`src/rtl/iterative_divider_pkg.sv`:
```
// Shared definitions for the iterative restoring divider: state encoding,
// default operand width and the step-counter width helper.
package iterative_divider_pkg;

    localparam int unsigned DefaultWidth = 32;

    typedef enum logic [1:0] {
        StIdle = 2'd0,
        StRun  = 2'd1,
        StFix  = 2'd2,
        StZero = 2'd3
    } div_state_e;

    // Counter must hold WIDTH itself, hence WIDTH+1 distinct values.
    function automatic int unsigned cnt_width(input int unsigned w);
        return $clog2(w + 1);
    endfunction

endpackage

```
`src/rtl/iterative_divider_div_step.sv`:
```
// One restoring-division iteration: shift the next dividend bit into the
// partial remainder, try subtracting the divisor, keep the difference only
// when it does not go negative.
module div_step
    import iterative_divider_pkg::*;
#(
    parameter int unsigned WIDTH = DefaultWidth
) (
    input  logic [WIDTH-1:0] rem,
    input  logic             dvd_bit,
    input  logic [WIDTH-1:0] divisor,
    output logic [WIDTH-1:0] new_rem,
    output logic             q_bit
);

    logic [WIDTH:0] shifted;
    logic [WIDTH:0] trial;

    // Trial subtraction one bit wider than the operands; the top bit is the borrow.
    always_comb begin
        shifted = {rem, dvd_bit};
        trial   = shifted - {1'b0, divisor};
        q_bit   = ~trial[WIDTH];
        // rem < divisor on entry, so a failed trial leaves shifted within WIDTH bits.
        new_rem = q_bit ? trial[WIDTH-1:0] : shifted[WIDTH-1:0];
    end

endmodule

```
`src/rtl/iterative_divider.sv`:
```
// Multi-cycle restoring divider for DIV/DIVU: quotient -> LO, remainder -> HI.
// One quotient bit per cycle on operand magnitudes, sign fix-up in a final cycle.
module iterative_divider
    import iterative_divider_pkg::*;
#(
    parameter int unsigned WIDTH = DefaultWidth
) (
    input  logic             clk,
    input  logic             reset,
    input  logic             start,
    input  logic             signed_op,
    input  logic [WIDTH-1:0] A,
    input  logic [WIDTH-1:0] B,
    output logic [WIDTH-1:0] quotient,
    output logic [WIDTH-1:0] remainder,
    output logic             busy,
    output logic             done,
    output logic             div_by_zero
);

    localparam int unsigned CntW = cnt_width(WIDTH);

    div_state_e       state_q, state_d;
    logic [WIDTH-1:0] dvd_q;       // dividend magnitude, becomes quotient bits
    logic [WIDTH-1:0] dvs_q;       // divisor magnitude
    logic [WIDTH-1:0] rem_q;       // partial remainder
    logic [CntW-1:0]  cnt_q;
    logic             quo_neg_q;
    logic             rem_neg_q;
    logic [WIDTH-1:0] quotient_q;
    logic [WIDTH-1:0] remainder_q;
    logic             done_q;
    logic             dbz_q;

    logic [WIDTH-1:0] a_mag;
    logic [WIDTH-1:0] b_mag;
    logic [WIDTH-1:0] step_rem;
    logic             step_qbit;
    logic             last_step;

    div_step #(
        .WIDTH (WIDTH)
    ) u_step (
        .rem     (rem_q),
        .dvd_bit (dvd_q[WIDTH-1]),
        .divisor (dvs_q),
        .new_rem (step_rem),
        .q_bit   (step_qbit)
    );

    // Operand magnitudes; the most-negative value maps to 2^(WIDTH-1) unsigned.
    always_comb begin
        a_mag = (signed_op && A[WIDTH-1]) ? -A : A;
        b_mag = (signed_op && B[WIDTH-1]) ? -B : B;
    end

    // State register.
    always_ff @(posedge clk) begin
        if (reset) begin
            state_q <= StIdle;
        end else begin
            state_q <= state_d;
        end
    end

    // Next-state logic.
    always_comb begin
        state_d = state_q;
        unique case (state_q)
            StIdle: begin
                if (start) begin
                    state_d = (B == '0) ? StZero : StRun;
                end
            end
            StRun: begin
                if (last_step) begin
                    state_d = StFix;
                end
            end
            StFix:   state_d = StIdle;
            StZero:  state_d = StIdle;
            default: state_d = StIdle;
        endcase
    end

    // FSM-derived outputs and result ports.
    always_comb begin
        busy        = (state_q != StIdle);
        last_step   = (cnt_q == CntW'(1));
        quotient    = quotient_q;
        remainder   = remainder_q;
        done        = done_q;
        div_by_zero = dbz_q;
    end

    // Datapath: operand capture, iteration, sign fix-up and result registers.
    always_ff @(posedge clk) begin
        if (reset) begin
            dvd_q       <= '0;
            dvs_q       <= '0;
            rem_q       <= '0;
            cnt_q       <= '0;
            quo_neg_q   <= 1'b0;
            rem_neg_q   <= 1'b0;
            quotient_q  <= '0;
            remainder_q <= '0;
            done_q      <= 1'b0;
            dbz_q       <= 1'b0;
        end else begin
            done_q <= 1'b0;
            unique case (state_q)
                StIdle: begin
                    if (start) begin
                        // Zero divisor path keeps the raw dividend for the remainder.
                        dvd_q     <= (B == '0) ? A : a_mag;
                        dvs_q     <= b_mag;
                        rem_q     <= '0;
                        cnt_q     <= CntW'(WIDTH);
                        quo_neg_q <= signed_op & (A[WIDTH-1] ^ B[WIDTH-1]);
                        rem_neg_q <= signed_op & A[WIDTH-1];
                        dbz_q     <= 1'b0;
                    end
                end
                StRun: begin
                    rem_q <= step_rem;
                    dvd_q <= {dvd_q[WIDTH-2:0], step_qbit};
                    cnt_q <= cnt_q - 1'b1;
                end
                StFix: begin
                    quotient_q  <= quo_neg_q ? -dvd_q : dvd_q;
                    remainder_q <= rem_neg_q ? -rem_q : rem_q;
                    done_q      <= 1'b1;
                end
                StZero: begin
                    quotient_q  <= '1;
                    remainder_q <= dvd_q;
                    dbz_q       <= 1'b1;
                    done_q      <= 1'b1;
                end
                default: ;
            endcase
        end
    end

endmodule

```
`config.mk`:
```
export PLATFORM = sky130hd
export DESIGN_NAME = iterative_divider
export DESIGN_NICKNAME = d
export VERILOG_FILES = /design/src/rtl/iterative_divider_pkg.sv /design/src/rtl/iterative_divider_div_step.sv /design/src/rtl/iterative_divider.sv
export SDC_FILE = /design/constraint.sdc
export NUM_CORES = 1
export LEC_CHECK = 0
export ABC_AREA = 1
export CORE_MARGIN = 5
export CORE_UTILIZATION = 45
export CTS_CLUSTER_SIZE = 28
export DETAILED_ROUTE_END_ITERATION = 12
export GPL_ROUTABILITY_DRIVEN = 0
export PLACE_DENSITY = 0.66
export SYNTH_ARGS = -nofsm -noshare
export SYNTH_HDL_FRONTEND = slang
export SYNTH_SLANG_ARGS = --single-unit
```
`constraint.sdc`:
```
create_clock -name clk -period 2.4 [get_ports clk]
set_input_delay 0.36 -clock clk [delete_from_list [all_inputs] [get_ports clk]]
set_output_delay 0.36 -clock clk [all_outputs]
set_load 0.01 [all_outputs]
```
== Yosys cells after proc, flatten, opt, wreduce, memory -nomap -nowiden ==
Cells that the tools add are included.

* Flip-flop bits (word level): 172
* Bits of input ports: 68

* Add/subtract/negate cells: 6
* Equal/unequal tests: 6
* Multiplexer cells: 21
* Bitwise gates (word level): 4
* Reduce and logical (&&, ||, !) cells: 13

{| class="wikitable"
|+ Operators by type and width
! cell !! count
|-
| 32-bit two-way mux || 8
|-
| 32-bit case mux with 2 select lines || 4
|-
| 32-bit negator || 4
|-
| 33-bit by 32-bit subtractor with 33-bit output || 1
|-
| 32-bit zero test || 1
|-
| 6-bit case mux with 2 select lines || 1
|-
| 2-bit AND reduction || 4
|-
| 2-bit nonzero test || 4
|-
| 6-bit by 1-bit == test with 1-bit output (second input constant) || 1
|-
| 2-bit two-way mux || 3
|-
| 6-bit two-way mux || 1
|-
| 2-bit case mux with 3 select lines || 1
|-
| 6-bit by 1-bit subtractor with 6-bit output (second input constant) || 1
|-
| 2-bit == test (second input constant) || 2
|-
| 2-bit inequality test (second input constant) || 2
|-
| 1-bit bitwise AND || 2
|-
| 2-bit by 1-bit == test with 1-bit output (second input constant) || 1
|-
| 1-bit logical AND || 2
|-
| 2-bit zero test || 1
|-
| 1-bit two-way mux || 2
|-
| 1-bit case mux with 2 select lines || 1
|-
| 2-bit OR reduction || 1
|-
| 1-bit inverter || 1
|-
| 1-bit XOR || 1
|}

== Logic depth before layout (Yosys ltp) ==
* Depth in word-level cells: 5
* Depth in mapped cells: 18
* Gate-level depth less buffers: 17

== Hierarchy ==
Synthesis repeated with hierarchy kept, for this count alone.

* Cells, all modules: 2240
* Area, all modules: 13031.2 um2

{| class="wikitable"
|+ By module, submodules not included
! module !! times used !! cells an instance !! area an instance (um2)
|-
| iterative_divider || 1 || 1560 || 9880.7
|-
| div_step || 1 || 680 || 3150.5
|}

== Worst setup path before layout ==
Ideal clock, no wire load.

* Path kind: flip-flop to flip-flop
* Start: register dvd_q[31]
* End: register rem_q[18]
* Library setup time: 0.143 ns
* Arrival time: 2.060 ns
* Setup slack: 0.196 ns
* Stages on the path, launching flop included: 19
* Path buffers: 1
* Cell sequence: dfxtp_1 -> inv_1 -> ha_1 -> fa_1 -> inv_1 -> nand2_1 -> nand2_1 -> nand3_2 -> nand2_4 -> nand2_4 -> nand2_4 -> nand2_4 -> nand2_4 -> nand2_4 -> nand2_4 -> buf_6 -> nand2_2 -> nand3_2 -> a21oi_2

* Longest elaborated chain between the ends: 3

{| class="wikitable"
|+ Ends and longest elaborated chain
! element !! line !! RTL
|-
| from (decl) || iterative_divider.sv:24 || <nowiki>logic [WIDTH-1:0] dvd_q;</nowiki>
|-
| from (signal assigned) || iterative_divider.sv:115 || <nowiki>dvd_q <= (B == '0) ? A : a_mag;</nowiki>
|-
| from (signal assigned) || iterative_divider.sv:126 || <nowiki>dvd_q <= {dvd_q[WIDTH-2:0], step_qbit};</nowiki>
|-
| 33-bit by 32-bit subtractor with 33-bit output || iterative_divider_div_step.sv:22 || <nowiki>trial = shifted - {1'b0, divisor};</nowiki>
|-
| 32-bit two-way mux || iterative_divider_div_step.sv:25 || <nowiki>new_rem = q_bit ? trial[WIDTH-1:0] : shifted[WIDTH-1:0];</nowiki>
|-
| 32-bit case mux with 2 select lines || iterative_divider.sv:111 || <nowiki>unique case (state_q)</nowiki>
|-
| to (signal assigned) || iterative_divider.sv:125 || <nowiki>rem_q <= step_rem;</nowiki>
|-
| to (decl) || iterative_divider.sv:26 || <nowiki>logic [WIDTH-1:0] rem_q;</nowiki>
|}

No other way between the ends.
A chain may end at the register's enable or synchronous reset.

== Worst setup path in the final report ==
* Start: register dvd_q[31]
* End: register rem_q[12]

The elaborated chain is that of the path after synthesis.

==> results.py <==
metrics = {
    "outcome": {
        "status": "finished, violations left",
        "violations": "DRC",
    },
    "timing": {
        "drv_slew": 0,
        "period_needed_ns": 2.287,
        "layout_worst_path_cycle_share": 0.9529,
        "worst_slew_pin_slew_ns": 0.6523,
        "fmax_mhz": 437.3,
        "hold_viol_final": 0,
        "worst_slack_ns": 0.1130,
        "setup_violations": 0,
        "fin_skew_ns": 0.01730,
        "slew_headroom": 0.5647,
    },
    "yosys": {
        "synth_top_family_by_area": "simple AND/OR/NAND/NOR gates",
        "synth_seq_cells": 172,
        "ys_warn_count": 0,
        "synth-xor-area-share": 0.03700,
        "synth.top_cell.area_share": 0.2645,
        "syn_inst": 2127,
        "synth.avg_cell_area_sq_um": 6.121,
        "synthSimpleGateAreaFrac": 0.3689,
        "synth_edf_count": 0,
        "synth_mux_area_frac": 0,
        "synth.area.top_cells": "dfxtp_1, nand2_1, inv_1, nand3_1, a21oi_1",
        "ys_types": 50,
        "synthArstFlopShare": 0,
        "netlist.top_cell.by_area": "dfxtp_1",
        "ys_seq_area_frac": 0.2645,
        "syn-num-nets": 2234,
        "synth_fa_ha_area_frac": 0.03806,
        "syn_area_sq_um": 13020,
        "synth_ff_type": "dfxtp_1",
        "synth-compound-area-share": 0.1727,
    },
    "cells_and_area": {
        "stdcell_area_sq_um": 16510,
        "area_delta_synth_final_pct": 26.80,
        "final_nets": 2444,
        "final_cells": 2734,
        "diodes": 0,
        "drive_gt1_frac": 0.1409,
        "fin_util": 0.5767,
    },
    "floorplan": {
        "die-area_sq_um": 32430,
        "die_x_um": 180.1,
        "die_h_um": 180.1,
        "num_rows": 62,
        "core_area_sq_um": 28630,
        "start_util": 0.4548,
        "pin_count": 135,
    },
    "setup_path": {
        "cpMostUsedCell": "nand2_4",
        "cp_cell_sequence": "inv_2 -> ha_4 -> fa_2 -> inv_1 -> nand2_1 -> nand2_2 -> nand3_2 -> nand2_4 -> nand2_4 -> nand2_4 -> nand2_4 -> nand2_4 -> nand2_4 -> nand2_8 -> clkbuf_16 -> nand2_2 -> nand3_2 -> a21oi_2",
        "path_delay_family": "simple AND/OR/NAND/NOR gates",
        "critPathKind": "reg2reg",
        "critPathLaunchType": "register",
        "critPathMaxStageDelay_ns": 0.39,
        "critPathBufInv": 3,
        "worst_setup_path_end_kind": "register",
        "arrival_ns": 2.59,
        "cp_max_fo": 7,
        "cp_data_required_time_ns": 2.70,
        "slowest_stage": "fa_2",
    },
    "cts": {
        "cts_hold_buf": 0,
        "clockBufferDepth": 2,
        "cts_buffers": 17,
        "path_clk_slew_ns": 0.08,
        "clk_latency_ns": 0.44,
        "root_buffer": "clkbuf_16",
        "cts_tree": "done",
        "cts_sinks": 172,
        "htreeDepth": 4,
    },
    "placement": {
        "placed_area_sq_um": 15610,
        "dp_hpwl_um": 34620,
        "port_buffers": 134,
        "placed_cells": 2699,
        "place_ws_ns": -0.4027,
    },
    "power": {
        "p_leak_nw": 7.787,
        "vdd_drop_max_mv": 0.6358,
        "total_power_mw": 12.64,
        "p_per_area_nw_per_um2": 766.0,
    },
    "route": {
        "viasPerCell": 5.353,
        "wl_per_cell_um": 16.19,
        "drc": 1,
        "initialDrtViolationCount": 1457,
        "final_antenna_net_count": 0,
        "num_vias": 14634,
        "wl_um": 44250,
        "dr.pass1.iters": 10,
    },
    "global_route": {
        "grt_pass1_vias": 13736,
        "grt_max_degree": 73,
        "antenna_found_initial": 0,
        "globalRoute.totalOverflow": 0,
        "grt_usage": 0.2638,
        "grt_pass1_wl_um": 70870,
    },
    "run": {
        "maxCapViolCount": 0,
    },
    "hold_path": {
        "hp-class": "in2reg",
    },
}
final cells by class:
type / instances / area [sq um]
Clock inverter: 15 / 196.4
Sequential cell: 172 / 3446
Timing Repair Buffer: 273 / 2515
Fill cell: 2773 / 12120
Clock buffer: 17 / 425.4
Multi-Input combinational cell: 1558 / 8263
Inverter: 315 / 1182
Tap cell: 384 / 480.5
final timing paths:
check                 from       endpoint  slack, ns  cells after the start
max              dvd_q[31]      rem_q[12]       0.11                     18
min                  reset   quotient[30]       0.40                      4
max reg2reg      dvd_q[31]      rem_q[12]       0.11                     18
min reg2reg  remainder[19]  remainder[19]       0.45                      2
timing repair:
item                                    CTS  global route
gates resized for setup                   1            42
hold endpoints to repair                  0             0
pin swaps                                 0             3
endpoints found under the setup margin    1            55
gates cloned                              0             2
setup buffers                             0             1
cell usage in the layout, fill, tap and decap left out, drive strengths merged, types with 5 or more instances in the layout:
cell,netlist,routed
nand4,24,24
a32o,7,7
nand3,210,210
inv,314,322
nor4,6,6
clkbuf,54,19
xor2,38,38
nand2,608,608
nand3b,6,6
xnor2,17,17
clkdlybuf4s50,0,133
o211ai,8,8
nor2,177,177
or2,8,8
o221ai,6,6
a22oi,19,19
ha,38,38
clkinv,1,6
o21bai,8,8
a31oi,13,13
a21oi,178,178
o21ai,126,126
nor3,36,36
dfxtp,172,172
buf,28,138
a21o,5,5
sequential cells by signal, indices dropped and copies added (netlist names):
| name | cells |
|---|---|
| state_q | 2 |
| dvs_q | 32 |
| quotient | 32 |
| remainder | 32 |
| done | 1 |
| cnt_q | 6 |
| rem_q | 32 |
| dvd_q | 32 |
| rem_neg_q | 1 |
| quo_neg_q | 1 |
| div_by_zero | 1 |
cells in the mapped netlist, types with 19 or more instances:
cell      count
nand2_2      27
inv_1       302
a21oi_1     151
nand3_1     187
nand4_1      24
o21ai_0     121
dfxtp_1     172
ha_1         38
nor2_1      165
xor2_1       38
a21oi_2      25
nor3_1       32
nand3_2      22
nand2_1     573
a22oi_1      19
clkbuf_1     54
metrics by stage:
| stage | hold WS (ns) | setup TNS (ns) |
|---|---|---|
| detailed placement | 0.4393 | -8.628 |
| finish | 0.4019 | 0 |
| floorplan | 0.4534 | 0 |
| CTS | 0.3877 | 0 |
| global route | 0.4125 | -0.002718 |
| global placement | 0.4398 | -6.871 |
layer usage:
| layer | GRT usage | vias up | wire length, um |
|---|---|---|---|
| met4 | 0.07562 | 0 | 1124 |
| met3 | 0.02665 | 65 | 2624 |
| met1 | 0.3747 | 6739 | 20440 |
| met2 | 0.4271 | 534 | 20060 |
| li1 | - | 7296 | - |
| met5 | 0 | - | 0 |
cell families after synthesis:
family,after synthesis
AOI/OAI and AO/OA,384
and+or+nand+nor,1080
DFF,172
xor gates and xnor gates,55
buffers and inverters,397
adders and majority gates,39
worst register-to-register path, cell delays in order, from the launching register on:
cell and delay, ns:
dfxtp_2 0.34, inv_2 0.05, ha_4 0.17, fa_2 0.39, inv_1 0.08, nand2_1 0.06
nand2_2 0.08, nand3_2 0.08, nand2_4 0.09, nand2_4 0.05, nand2_4 0.08, nand2_4 0.08
nand2_4 0.09, nand2_4 0.08, nand2_8 0.12, clkbuf_16 0.16, nand2_2 0.05, nand3_2 0.06
a21oi_2 0.05
power breakdown:
group | internal, mW | total [mW] | switching, mW
Combinational | 2.39 | 6.29 | 3.90
Sequential | 3.13 | 3.43 | 0.301
Clock | 1.52 | 2.93 | 1.41
Note: power is estimated with default switching activity, not from simulation.
==> RTL change: new RTL, same settings <==
Encoding of `div_state_e`: now one-hot (4 bits for 4 states).
--- a/src/rtl/iterative_divider_pkg.sv
+++ b/src/rtl/iterative_divider_pkg.sv
@@ -4,11 +4,11 @@
 
     localparam int unsigned DefaultWidth = 32;
 
-    typedef enum logic [1:0] {
-        StIdle = 2'd0,
-        StRun  = 2'd1,
-        StFix  = 2'd2,
-        StZero = 2'd3
+    typedef enum logic [3:0] {
+        StIdle = 4'b0001,
+        StRun  = 4'b0010,
+        StFix  = 4'b0100,
+        StZero = 4'b1000
     } div_state_e;
 
     // Counter must hold WIDTH itself, hence WIDTH+1 distinct values.
Formal check against the unedited RTL: no difference found for any inputs over 10 cycles, from zero or initial values and one cycle with reset high; not proved beyond that.
==> RTL change against the unedited design <==
  * The flow finishes with violations (setup timing)
  * Global-route usage up 0.57 points
  * Area after synthesis up 1.7%
  * Worst setup slack worse by 110 ps
  * Non-clock buffer count down 7
  * Final area up 2.0%
  * Sequential cell count up 2
  * Critical endpoint is now rem_q[18]
  * Wire length up 6.3%
Power is not compared: it rests on default switching activity, and its combinational part moved more than twofold at a synthesized area within 25%.
==> RTL change: results <==
export IMPL_synthesis_nets=2337
export IMPL_detail_route_iter0_violations=1740
export IMPL_number_of_buffers_created_by_cts=17
export IMPL_critPathLaunch="dvs_q[30]"
export IMPL_timing_critical_path_max_delay_family="simple AND/OR/NAND/NOR gates"
export IMPL_m1_wire_length_mm=21.4
export IMPL_reg2reg_depth=14
export IMPL_max_slew_margin_rel_pct=58.7
export IMPL_critPathMaxFanout=11
export IMPL_numPortBuffers=134
export IMPL_highest_layer="met4"
export IMPL_fin_skew_ps=17.9
export IMPL_grt_pass1_vias=14067
export IMPL_globalRouteTotalUtil_pct=26.9
export IMPL_drt_pass1_iter_count=6
export IMPL_critPathMaxStageDelay_ps=300
export IMPL_failed_checks="setup timing"
export IMPL_grt_antenna_before_repair=0
export IMPL_final_setup_viol_count=1
export IMPL_routed_via_density=5.42
export IMPL_pre_cts_slack_ps=-174
export IMPL_first_pass_grt_wire_length_mm=72.7
export IMPL_met1_usage_pct=38.2
export IMPL_synthesis_yosys_warnings=0
export IMPL_synth_compound_area_share_pct=17.4
export IMPL_seq_area_frac_synth_pct=26.3
export IMPL_postLayoutSetupSlackWorst_ps=-0.550
export IMPL_synth_xor_area_share_pct=3.51
export IMPL_met2_wirelength_mm=20.8
export IMPL_worst_endpoint_arrival_ps=2700
export IMPL_proportion_of_layout_cells_with_a_drive_suffix_above_1_pct=11.2
export IMPL_met3RoutedLength_mm=3.37
export IMPL_outcome="complete, but fails checks"
export IMPL_synthMuxAreaShare_pct=0
export IMPL_timing_setup_tns_ps=-0.550
export IMPL_synthTopCellsByCount="590 x sky130_fd_sc_hd__nand2_1, 359 x sky130_fd_sc_hd__inv_1, 210 x sky130_fd_sc_hd__nand3_1"
export IMPL_use_met2_pct=42.4
export IMPL_postRouteWirelength_mm=47.0
export IMPL_largest_net_degree_at_the_start_of_global_routing=112
export IMPL_final_net_count=2543
export IMPL_adder_cell_area_share_of_the_yosys_netlist_pct=3.74
export IMPL_worst_path_max_delay_cell="sky130_fd_sc_hd__dfxtp_1"
export IMPL_ys_top_cells_by_area="sky130_fd_sc_hd__dfxtp_1 26%, sky130_fd_sc_hd__nand2_1 17%, sky130_fd_sc_hd__inv_1 10%"
export IMPL_worst_hold_startpoint="reset"
export IMPL_hpwlAfterDp_mm=36.2
export IMPL_global_route_usage_met3_pct=3.62
[RTL change: cell types whose count changed after synthesis, sizes merged, moves of 6 or more]
cell and change:
inv +56, o221ai +7, nor2 +9, a21oi +12
o22ai +13, a31oi +19, o211ai +12, o21ai -11
nand4 +10, o21a +6, a32o -7, a22oi -19
[RTL change: worst paths after layout]
path,to,slack (ps)
setup reg to reg,rem_q[18],-0.6
hold / removal,quotient[5],430
setup / recovery,rem_q[18],-0.6
hold reg to reg,remainder[28],470
[RTL change: power by group through the flow]
stage / logic [mW] / registers, mW / clock network, mW
after detailed placement: 1.86 / 3.16 / 0
after floorplan: 1.19 / 3.12 / 0
after global routing: 2.18 / 3.11 / 3.06
final: 1.98 / 3.10 / 2.90
after global placement: 1.84 / 3.16 / 0
after CTS: 1.87 / 3.09 / 2.93
[RTL change: cell type report]
class,instances,area (um2)
inverters,372,1400
repair buffers,266,2530
clock buffers,19,453
flip-flops and latches,174,3500
fillers,2781,12000
multi-input cells,1605,8330
clock inverters,13,149
well taps,384,480
[RTL change: stage by stage]
step	instances	hold slack [ps]	util [%]	instance area (um2)
floorplan	2230	437	-	13200
global placement	2788	449	54.4	15700
detailed placement	2788	454	54.4	15700
CTS	2820	424	56.5	16300
global route	2833	472	58.3	16800
finish	2833	435	58.3	16800
[RTL change: cells by family after synthesis]
group	after synthesis
DFF	174
AOI/OAI and AO/OA	411
buffers and inverters	453
and+or+nand+nor	1100
adders and majority gates	39
xor gates and xnor gates	53
[RTL change: timing repair]
action / CTS / global route
hold endpoints to repair: 0 / 0
resized for setup: 1 / 67
setup buffers: 0 / 7
pin swaps: 0 / 15
hold buffers: 0 / 0
gates cloned: 0 / 6
endpoints found under the setup margin: 3 / 33
